[config.mk]
export PLATFORM = sky130hd
export DESIGN_NAME = pipeline_ctrl_flat
export DESIGN_NICKNAME = d
export VERILOG_FILES = /design/src/rtl/mips_pkg.sv /design/src/rtl/pipeline_ctrl_if.sv /design/src/rtl/pipeline_ctrl_hazard_detect.sv /design/src/rtl/pipeline_ctrl.sv /design/src/flat_wrapper.sv
export SDC_FILE = /design/constraint.sdc
export NUM_CORES = 1
export LEC_CHECK = 0
export BUFFER_PORTS_ARGS = -buffer_cell sky130_fd_sc_hd__buf_2
export CAP_MARGIN = 20
export CELL_PAD_IN_SITES_DETAIL_PLACEMENT = 1
export CELL_PAD_IN_SITES_GLOBAL_PLACEMENT = 1
export CORE_MARGIN = 1.5
export CORE_UTILIZATION = 40
export CTS_CLUSTER_DIAMETER = 40
export CTS_CLUSTER_SIZE = 24
export DETAILED_ROUTE_END_ITERATION = 10
export HOLD_SLACK_MARGIN = 0.03
export MAX_ROUTING_LAYER = met4
export PLACE_DENSITY_LB_ADDON = 0.2
export SLEW_MARGIN = 20
export SYNTH_ARGS = -nofsm -noshare
export SYNTH_HDL_FRONTEND = slang
export SYNTH_SLANG_ARGS = --single-unit
[constraint.sdc]
create_clock -name clk -period 4.6 [get_ports clk]
set_input_delay 0.46 -clock clk [delete_from_list [all_inputs] [get_ports clk]]
set_output_delay 0.46 -clock clk [all_outputs]
set_load 0.005 [all_outputs]
[src/rtl/mips_pkg.sv]
`default_nettype none
// ============================================================================
// Module   : mips_pkg
// Brief    : Shared types and constants for the 5-stage MIPS pipeline control.
// Revision : 1.0 - initial release
// ============================================================================
package mips_pkg;

  typedef enum logic [2:0] {
    ST_IDLE   = 3'd0,
    ST_RUN    = 3'd1,
    ST_STEP   = 3'd2,
    ST_DRAIN  = 3'd3,
    ST_HALTED = 3'd4
  } pipe_state_e;

  localparam logic [4:0] REG_ZERO          = 5'd0;
  localparam logic [5:0] OPCODE_HALT       = 6'h3F;
  localparam int         DRAIN_CYCLES_DFLT = 3;

endpackage
`default_nettype wire

[src/rtl/pipeline_ctrl_if.sv]
`default_nettype none
// ============================================================================
// Module   : pipeline_ctrl_if
// Brief    : Decode/hazard observation fields and pipeline-register controls.
// Revision : 1.0 - initial release
// ============================================================================
interface pipeline_ctrl_if;

  logic [4:0] i_id_rs;
  logic [4:0] i_id_rt;
  logic       i_id_uses_rt;
  logic       i_ex_mem_read;
  logic [4:0] i_ex_rt;
  logic       i_branch_taken;
  logic       i_halt_instr;
  logic       o_pipe_en;
  logic       o_pc_we;
  logic       o_if_id_we;
  logic       o_if_id_flush;
  logic       o_id_ex_bubble;

  // Core datapath side: publishes decode fields, consumes controls.
  modport master (
    output i_id_rs, i_id_rt, i_id_uses_rt, i_ex_mem_read, i_ex_rt,
           i_branch_taken, i_halt_instr,
    input  o_pipe_en, o_pc_we, o_if_id_we, o_if_id_flush, o_id_ex_bubble
  );

  modport slave (
    input  i_id_rs, i_id_rt, i_id_uses_rt, i_ex_mem_read, i_ex_rt,
           i_branch_taken, i_halt_instr,
    output o_pipe_en, o_pc_we, o_if_id_we, o_if_id_flush, o_id_ex_bubble
  );

endinterface
`default_nettype wire

[src/rtl/pipeline_ctrl_hazard_detect.sv]
`default_nettype none
// ============================================================================
// Module   : hazard_detect
// Brief    : Combinational load-use hazard compare between EX load and ID.
// Revision : 1.0 - initial release
// ============================================================================
module hazard_detect
  import mips_pkg::*;
(
  input  wire logic       ex_mem_read_i,
  input  wire logic [4:0] ex_rt_i,
  input  wire logic [4:0] id_rs_i,
  input  wire logic [4:0] id_rt_i,
  input  wire logic       id_uses_rt_i,
  output logic            stall_o
);

  // $zero is never a real dependency, so a load targeting it cannot stall.
  assign stall_o = ex_mem_read_i && (ex_rt_i != REG_ZERO) &&
                   ((ex_rt_i == id_rs_i) || (id_uses_rt_i && (ex_rt_i == id_rt_i)));

endmodule
`default_nettype wire

[src/rtl/pipeline_ctrl.sv]
`default_nettype none
// ============================================================================
// Module   : pipeline_ctrl
// Brief    : Run/step/halt sequencer and hazard controller for the pipeline.
//            Optional stall counter output enabled by PIPELINE_CTRL_STALL_CNT_EN.
// Revision : 1.0 - initial release
// ============================================================================
module pipeline_ctrl
  import mips_pkg::*;
#(
  parameter int DRAIN_CYCLES = DRAIN_CYCLES_DFLT,
  parameter int CNT_W        = 32
) (
  input  wire logic             clk,
  input  wire logic             i_rst,
  input  wire logic             i_start,
  input  wire logic             i_step,
  input  wire logic             i_halt_req,
  pipeline_ctrl_if.slave        pif,
  output logic                  o_halted,
`ifdef PIPELINE_CTRL_STALL_CNT_EN
  output logic [CNT_W-1:0]      o_stall_cnt,
`endif
  output logic [CNT_W-1:0]      o_cycle_cnt
);

  localparam int DW = (DRAIN_CYCLES > 1) ? $clog2(DRAIN_CYCLES) : 1;

  pipe_state_e      state_q, state_d;
  logic [DW-1:0]    drain_q, drain_d;
  logic [CNT_W-1:0] cycle_q;
  logic             stall;
  logic             pipe_en;

  hazard_detect u_hazard (
    .ex_mem_read_i (pif.i_ex_mem_read),
    .ex_rt_i       (pif.i_ex_rt),
    .id_rs_i       (pif.i_id_rs),
    .id_rt_i       (pif.i_id_rt),
    .id_uses_rt_i  (pif.i_id_uses_rt),
    .stall_o       (stall)
  );

  always_ff @(posedge clk) begin
    if (i_rst) begin
      state_q <= ST_IDLE;
      drain_q <= '0;
      cycle_q <= '0;
    end else begin
      state_q <= state_d;
      drain_q <= drain_d;
      if (pipe_en && (cycle_q != '1))
        cycle_q <= cycle_q + CNT_W'(1);
    end
  end

  always_comb begin
    state_d            = state_q;
    drain_d            = drain_q;
    pipe_en            = 1'b0;
    pif.o_pc_we        = 1'b0;
    pif.o_if_id_we     = 1'b0;
    pif.o_if_id_flush  = 1'b0;
    pif.o_id_ex_bubble = 1'b0;

    case (state_q)
      ST_IDLE: begin
        if (i_start)     state_d = ST_RUN;
        else if (i_step) state_d = ST_STEP;
      end
      ST_RUN, ST_STEP: begin
        pipe_en = 1'b1;
        // A HALT stuck behind a load has not really left ID yet.
        if (pif.i_halt_instr && !stall) begin
          state_d = ST_DRAIN;
          drain_d = DW'(DRAIN_CYCLES - 1);
        end else if ((state_q == ST_STEP) || i_halt_req) begin
          state_d = ST_IDLE;
        end
      end
      ST_DRAIN: begin
        pipe_en = 1'b1;
        if (drain_q == '0) state_d = ST_HALTED;
        else               drain_d = drain_q - DW'(1);
      end
      ST_HALTED: state_d = ST_HALTED;
      default:   state_d = ST_IDLE;
    endcase

    if (state_q == ST_DRAIN) begin
      pif.o_if_id_we     = 1'b1;
      pif.o_if_id_flush  = 1'b1;
      pif.o_id_ex_bubble = 1'b1;
    end else if (pipe_en) begin
      if (stall) begin
        pif.o_id_ex_bubble = 1'b1;
      end else begin
        pif.o_pc_we       = 1'b1;
        pif.o_if_id_we    = 1'b1;
        pif.o_if_id_flush = pif.i_branch_taken;
      end
    end
  end

  assign pif.o_pipe_en = pipe_en;
  assign o_halted      = (state_q == ST_HALTED);
  assign o_cycle_cnt   = cycle_q;

`ifdef PIPELINE_CTRL_STALL_CNT_EN
  logic [CNT_W-1:0] stall_cnt_q;

  always_ff @(posedge clk) begin
    if (i_rst)
      stall_cnt_q <= '0;
    else if (pipe_en && stall && (stall_cnt_q != '1))
      stall_cnt_q <= stall_cnt_q + CNT_W'(1);
  end

  assign o_stall_cnt = stall_cnt_q;
`endif

endmodule
`default_nettype wire
[src/flat_wrapper.sv]
// flat-port wrapper written by rule: the top's interface ports become plain ports
module pipeline_ctrl_flat import mips_pkg::*;
#(
  parameter int DRAIN_CYCLES = DRAIN_CYCLES_DFLT,
  parameter int CNT_W        = 32
)
  (clk, i_rst, i_start, i_step, i_halt_req, o_halted, o_cycle_cnt, pif_i_id_rs, pif_i_id_rt, pif_i_id_uses_rt, pif_i_ex_mem_read, pif_i_ex_rt, pif_i_branch_taken, pif_i_halt_instr, pif_o_pipe_en, pif_o_pc_we, pif_o_if_id_we, pif_o_if_id_flush, pif_o_id_ex_bubble);
  pipeline_ctrl_if pif_i ();
  input  wire logic clk;
  input  wire logic i_rst;
  input  wire logic i_start;
  input  wire logic i_step;
  input  wire logic i_halt_req;
  output logic o_halted;
  output logic [CNT_W-1:0] o_cycle_cnt;
  input wire logic [$bits(pif_i.i_id_rs)-1:0] pif_i_id_rs;
  input wire logic [$bits(pif_i.i_id_rt)-1:0] pif_i_id_rt;
  input wire logic [$bits(pif_i.i_id_uses_rt)-1:0] pif_i_id_uses_rt;
  input wire logic [$bits(pif_i.i_ex_mem_read)-1:0] pif_i_ex_mem_read;
  input wire logic [$bits(pif_i.i_ex_rt)-1:0] pif_i_ex_rt;
  input wire logic [$bits(pif_i.i_branch_taken)-1:0] pif_i_branch_taken;
  input wire logic [$bits(pif_i.i_halt_instr)-1:0] pif_i_halt_instr;
  output wire logic [$bits(pif_i.o_pipe_en)-1:0] pif_o_pipe_en;
  output wire logic [$bits(pif_i.o_pc_we)-1:0] pif_o_pc_we;
  output wire logic [$bits(pif_i.o_if_id_we)-1:0] pif_o_if_id_we;
  output wire logic [$bits(pif_i.o_if_id_flush)-1:0] pif_o_if_id_flush;
  output wire logic [$bits(pif_i.o_id_ex_bubble)-1:0] pif_o_id_ex_bubble;
  assign pif_i.i_id_rs = pif_i_id_rs;
  assign pif_i.i_id_rt = pif_i_id_rt;
  assign pif_i.i_id_uses_rt = pif_i_id_uses_rt;
  assign pif_i.i_ex_mem_read = pif_i_ex_mem_read;
  assign pif_i.i_ex_rt = pif_i_ex_rt;
  assign pif_i.i_branch_taken = pif_i_branch_taken;
  assign pif_i.i_halt_instr = pif_i_halt_instr;
  assign pif_o_pipe_en = pif_i.o_pipe_en;
  assign pif_o_pc_we = pif_i.o_pc_we;
  assign pif_o_if_id_we = pif_i.o_if_id_we;
  assign pif_o_if_id_flush = pif_i.o_if_id_flush;
  assign pif_o_id_ex_bubble = pif_i.o_id_ex_bubble;
  pipeline_ctrl #(.DRAIN_CYCLES(DRAIN_CYCLES), .CNT_W(CNT_W)) u_core (.clk(clk), .i_rst(i_rst), .i_start(i_start), .i_step(i_step), .i_halt_req(i_halt_req), .pif(pif_i), .o_halted(o_halted), .o_cycle_cnt(o_cycle_cnt));
endmodule
### Yosys cells after proc, flatten, opt, wreduce, memory -nomap -nowiden

Cells that the tools add are included.

* mux-type cells: 20
* reduce and logical (&&, ||, !) cells: 16
* equal/unequal tests: 12
* add/subtract/negate cells: 2

Operator list (number)
* $add A32 B1 Y32 const B: 1
* $ne A32 B32 Y1 const B: 1
* $mux W3: 5
* $pmux W3 S4: 1
* $mux W1: 11
* $eq A5 B5 Y1: 2
* $eq A3 B2 Y1 const B: 2
* $reduce_and A3 Y1: 2
* $logic_and A1 B1 Y1: 5
* $reduce_bool A5 Y1: 1
* $mux W2: 2
* $ne A2 B1 Y1 const B: 2
* $pmux W2 S2: 1
* $eq A3 B1 Y1 const B: 1
* $eq A3 B3 Y1 const B: 1
* $logic_not A3 Y1: 1
* $ne A3 B1 Y1 const B: 1
* $ne A3 B3 Y1 const B: 1
* $reduce_or A3 Y1: 1
* $logic_not A2 Y1: 1
* $logic_or A1 B1 Y1: 2
* $ne A2 B2 Y1 const B: 1
* $reduce_bool A2 Y1: 1
* $reduce_or A2 Y1: 1
* 2 further kinds: 2

* logic and storage cells: 53
* input port bits: 24
* output and inout bits: 38
* flip-flop bits (word level): 37

### Logic depth before layout (Yosys ltp)

* depth in word-level cells: 8
* mapped depth: 6
* gate-level depth less buffers: 6

### Cells and area by module

Synthesis repeated with hierarchy kept, for this count alone.

* cells, all modules: 262
* area total of the unflattened synthesis: 2163.3 um^2

By module, submodules not included
* pipeline_ctrl: seq. area each 740.7 um^2, cells an instance 245, times used 1, area an instance 2030.7 um^2
* hazard_detect: seq. area each 0.0 um^2, cells an instance 17, times used 1, area an instance 132.6 um^2

### Least setup slack after synthesis

No wires, ideal clock.

* path kind: input -> output
* from: input pif_i_ex_rt[0]
* to: output pif_o_pc_we
* path slack: 2.692 ns
* buffers on the path: 0
* arrival time: 1.448 ns
* stages: 4
* required time: 4.140 ns
* cell sequence: or4_1 -> o21a_1 -> nand2_1 -> and3_1

* word-level cells in the longest chain between the ends: 7

RTL lines
* start, declared: RTL line flat_wrapper.sv:20 `input wire logic [$bits(pif_i.i_ex_rt)-1:0] pif_i_ex_rt;`
* $eq A5 B5 Y1: RTL line pipeline_ctrl_hazard_detect.sv:20 `((ex_rt_i == id_rs_i) || (id_uses_rt_i && (ex_rt_i == id_rt_i)));`
* $logic_and A1 B1 Y1: RTL line pipeline_ctrl_hazard_detect.sv:20
* $logic_or A1 B1 Y1: RTL line pipeline_ctrl_hazard_detect.sv:20
* $logic_and A1 B1 Y1 *: RTL line pipeline_ctrl_hazard_detect.sv:19 `assign stall_o = ex_mem_read_i && (ex_rt_i != REG_ZERO) &&`
* $mux W1 *: RTL line pipeline_ctrl.sv:95 `if (stall) begin`
* $mux W1 *: RTL line pipeline_ctrl.sv:94 `end else if (pipe_en) begin`
* $mux W1 *: RTL line pipeline_ctrl.sv:90 `if (state_q == ST_DRAIN) begin`
* end, declared: RTL line flat_wrapper.sv:24 `output wire logic [$bits(pif_i.o_pc_we)-1:0] pif_o_pc_we;`

Mark *: on every way between the ends. The rest lies on a longest branch, timed or not.

### Worst setup path after layout

* from: register u_core.state_q[1]
* to: output pif_o_if_id_flush

* word-level cells in the longest chain between the ends: 5

RTL lines
* start, declared: RTL line pipeline_ctrl.sv:29 `pipe_state_e state_q, state_d;`
* start signal, assigned: RTL line pipeline_ctrl.sv:50 `state_q <= state_d;`
* $eq A3 B1 Y1, or another cell as far along: RTL line pipeline_ctrl.sv:66 `case (state_q)`
* $reduce_or A3 Y1 (no line)
* $mux W1: RTL line pipeline_ctrl.sv:66
* $mux W1: RTL line pipeline_ctrl.sv:94
* $mux W1 *: RTL line pipeline_ctrl.sv:90
* end, declared: RTL line flat_wrapper.sv:26 `output wire logic [$bits(pif_i.o_if_id_flush)-1:0] pif_o_if_id_flush;`

Marked as above.

==> flow_summary_export.csv <==
group,metric,value,unit
synthesis,yosys_warnings,0,
route,routed_via_density,5.56,
global_route,track_usage,20.6,%
synthesis,synth_top_area_share,34.5,%
synthesis,synth_top_area_cell,"dfxtp_1",
clocking,insertion_delay,0.30,ns
floorplan,die_area,5820,sq um
global_route,antenna_found_initial,0,
clocking,path_clk_slew,0.07,ns
timing,finalSetupViolCount,0,
final_layout,diodes,0,
synthesis,ys_ff_latch,37,
power_and_ir_drop,ir_worst_vdd,0.129,mV
clocking,cts_made_buffers,5,
final_layout,final_nets,343,
timing,rsz0062_at_grt,"false",
global_route,grt-ovfl-total,0,
clocking,cts_tree,"yes",
timing,drv_slew,0,
worst_setup_path,cp.depth,4,
floorplan,rows,26,
global_route,grt_pass1_vias,2022,
place,placed_area,2500,sq um
timing,fmax,0.438,GHz
synthesis,synth.area.top_cells,"dfxtp_1, xnor2_1, a21oi_1",
power_and_ir_drop,p_leak,1.05,nW
worst_setup_path,critPathSlowestCell,"o21bai_1",
worst_setup_path,start_kind,"register",
synthesis,synth.cell_area,2150,sq um
route,drc,0,
floorplan,core_area,5140,sq um
power_and_ir_drop,total_power,0.000781,W
route,final_antenna_net_count,0,
timing,fin_skew,0.0104,ns
floorplan,die_y,76.3,microns
route,wire_per_inst,14.2,microns
route,firstDrtPassIters,4,
route,via_count,2158,
clocking,root_buffer,"clkbuf_8",
worst_setup_path,crit_arrival,1.82,ns
clocking,cts.sinks,37,
timing,tns,0,ns
place,place.gp.congestion,0.733,
status,status,"finished, final reports clean",
clocking,cts_buffer_depth,2,
timing,worstMarginPinSlew,0.701,ns
floorplan,die_w,76.3,microns
timing,hold_violations,0,
route,drtIter0Drc,56,
final_layout,final_cell_area,2620,sq um
final_layout,drive_above_1_share,26.1,%
synthesis,ys_types,55,
timing,post-route-min-period,2.28,ns
place,io_buffers,61,
worst_setup_path,path_max_fanout,13,
worst_setup_path,crit_family,"compound AO/OA/AOI/OAI gates",
synthesis,ys_dominant_reg_cell,"dfxtp_1",
power_and_ir_drop,power.density,298,nW/um^2
floorplan,io_pins,62,
clocking,hold_buffers,0,
worst_setup_path,path_class,"reg2out",
worst_setup_path,max_stage_delay,0.49,ns
min_path,hold_class,"reg2reg",
global_route,grt_pass1_wl,9.52,mm
synthesis,synth_cells,257,
timing,max_slew_margin,53.3,%
synthesis,synth_edf_count,0,
min_path,hold_depth,2,
floorplan,start_util,41.8,%
synthesis,syn_nets,283,
synthesis,ys_seq_area_share,34.5,%
job,maxCapViolCount,0,
worst_setup_path,path_cells,"o21bai_1 > inv_1 > a31o_2 > buf_2",
final_layout,syn_to_final_growth,21.8,%
worst_setup_path,r2r_cells,5,
place,detailed_place_hpwl,4.02,mm
worst_setup_path,required,4.14,ns
clocking,htree_levels,2,
worst_setup_path,worst_setup_path_end_kind,"output pin",
synthesis,synth_area_per_cell,8.36,sq um
route,routed_wl,5.49,mm
worst_setup_path,cp.buffers_inverters,2,
timing,fin_crit_sh,49.6,%
global_route,grt_max_degree,39,
synthesis,async_flop_share,0,%
clocking,cts_resized,0,
clocking,postCtsSetupBuffers,0,
==> registers in the layout, indices dropped and copies added, names as in the netlist <==
register	count
u_core.drain_q	2
u_core.o_cycle_cnt	32
u_core.state_q	3
==> cell type report <==
type,instances,area [sq um]
multi-input cells,202,1330
clock inverters,1,30.0
well taps,70,87.6
inverters,10,37.5
clock buffers,7,86.3
fillers,664,2520
flip-flops and latches,37,741
repair buffers,61,305
==> cells in the final DEF, fill, tap and decap left out, drive strengths merged, types with 2 or more instances in the layout <==
master and n:
o211ai 2, and3 6, inv 10, xnor2 15, dfxtp 37, o21ai 17, nand2 21, clkbuf 7
nand4 8, ha 2, a21oi 20, o21a 2, nand3 12, o31ai 6, a31oi 2, xor2 6
nor4 3, a31o 3, nor3 6, o2111ai 4, buf 61, or4 7, or3 14, and4 5
nor2 22, a221oi 2
==> through the flow <==
step	instances	util [%]	hold WS (ns)	worst slack [ns]
2_1_floorplan	257	-	0.456	2.69
3_3_place_gp	380	48.7	0.470	2.34
3_5_place_dp	380	48.7	0.487	2.37
4_1_cts	388	50.9	0.498	2.28
5_1_grt	388	50.9	0.520	2.08
6_report	388	50.9	0.489	2.32
==> synth_stat cells, drive strengths merged, types with 6 or more instances <==
master / number
xor2: 6
or4: 7
nand3: 12
dfxtp: 37
o31ai: 6
a21oi: 20
nor3: 6
nand2: 21
xnor2: 15
or3: 14
inv: 10
o21ai: 17
nor2: 22
nand4: 8
and3: 6
==> power by group <==
group / switching, W / leakage [nW] / internal [W] / total, W
Sequential: 0.0000187 / 0.299 / 0.000333 / 0.000352
Clock: 0.000120 / 0.0585 / 0.000177 / 0.000297
Combinational: 0.0000667 / 0.692 / 0.0000651 / 0.000132
==> worst reg2reg max path: stages (launching register included) <==
cell and delay (ns):
dfxtp_1 0.57, o21bai_1 0.27, nor2_2 0.33, o2111ai_1 0.39
or3_1 0.46, a21oi_1 0.14
==> metal layers <==
metal	share of wire, %	wire [microns]	global-route usage, %	vias to the layer above
li1	-	-	-	1082
met4	1.4	75	6.30	0
met2	48	2630	33.7	45
met3	3.5	194	4.43	7
met1	47	2600	25.4	1024
met5	0	0	-	-
==> worst paths after layout <==
path         slack [ns]              start                      to
max reg2reg        2.37  u_core.state_q[1]  u_core.o_cycle_cnt[31]
min reg2reg        0.49  u_core.drain_q[1]       u_core.drain_q[1]
max                2.32  u_core.state_q[1]       pif_o_if_id_flush
min                0.49  u_core.drain_q[1]       u_core.drain_q[1]
==> cell families (layout without fill, tap and decap cells) <==
kind of cell	Yosys count	in the layout	synth area share, %
simple gates	112	112	31.6
xor+xnor	21	21	8.56
buf+inv	18	79	3.61
fa+ha+maj	2	2	1.16
mux	1	1	0.466
compound gates	66	66	20.2
flops	37	37	34.5
No activity file was read; power rests on OpenSTA's default activity.
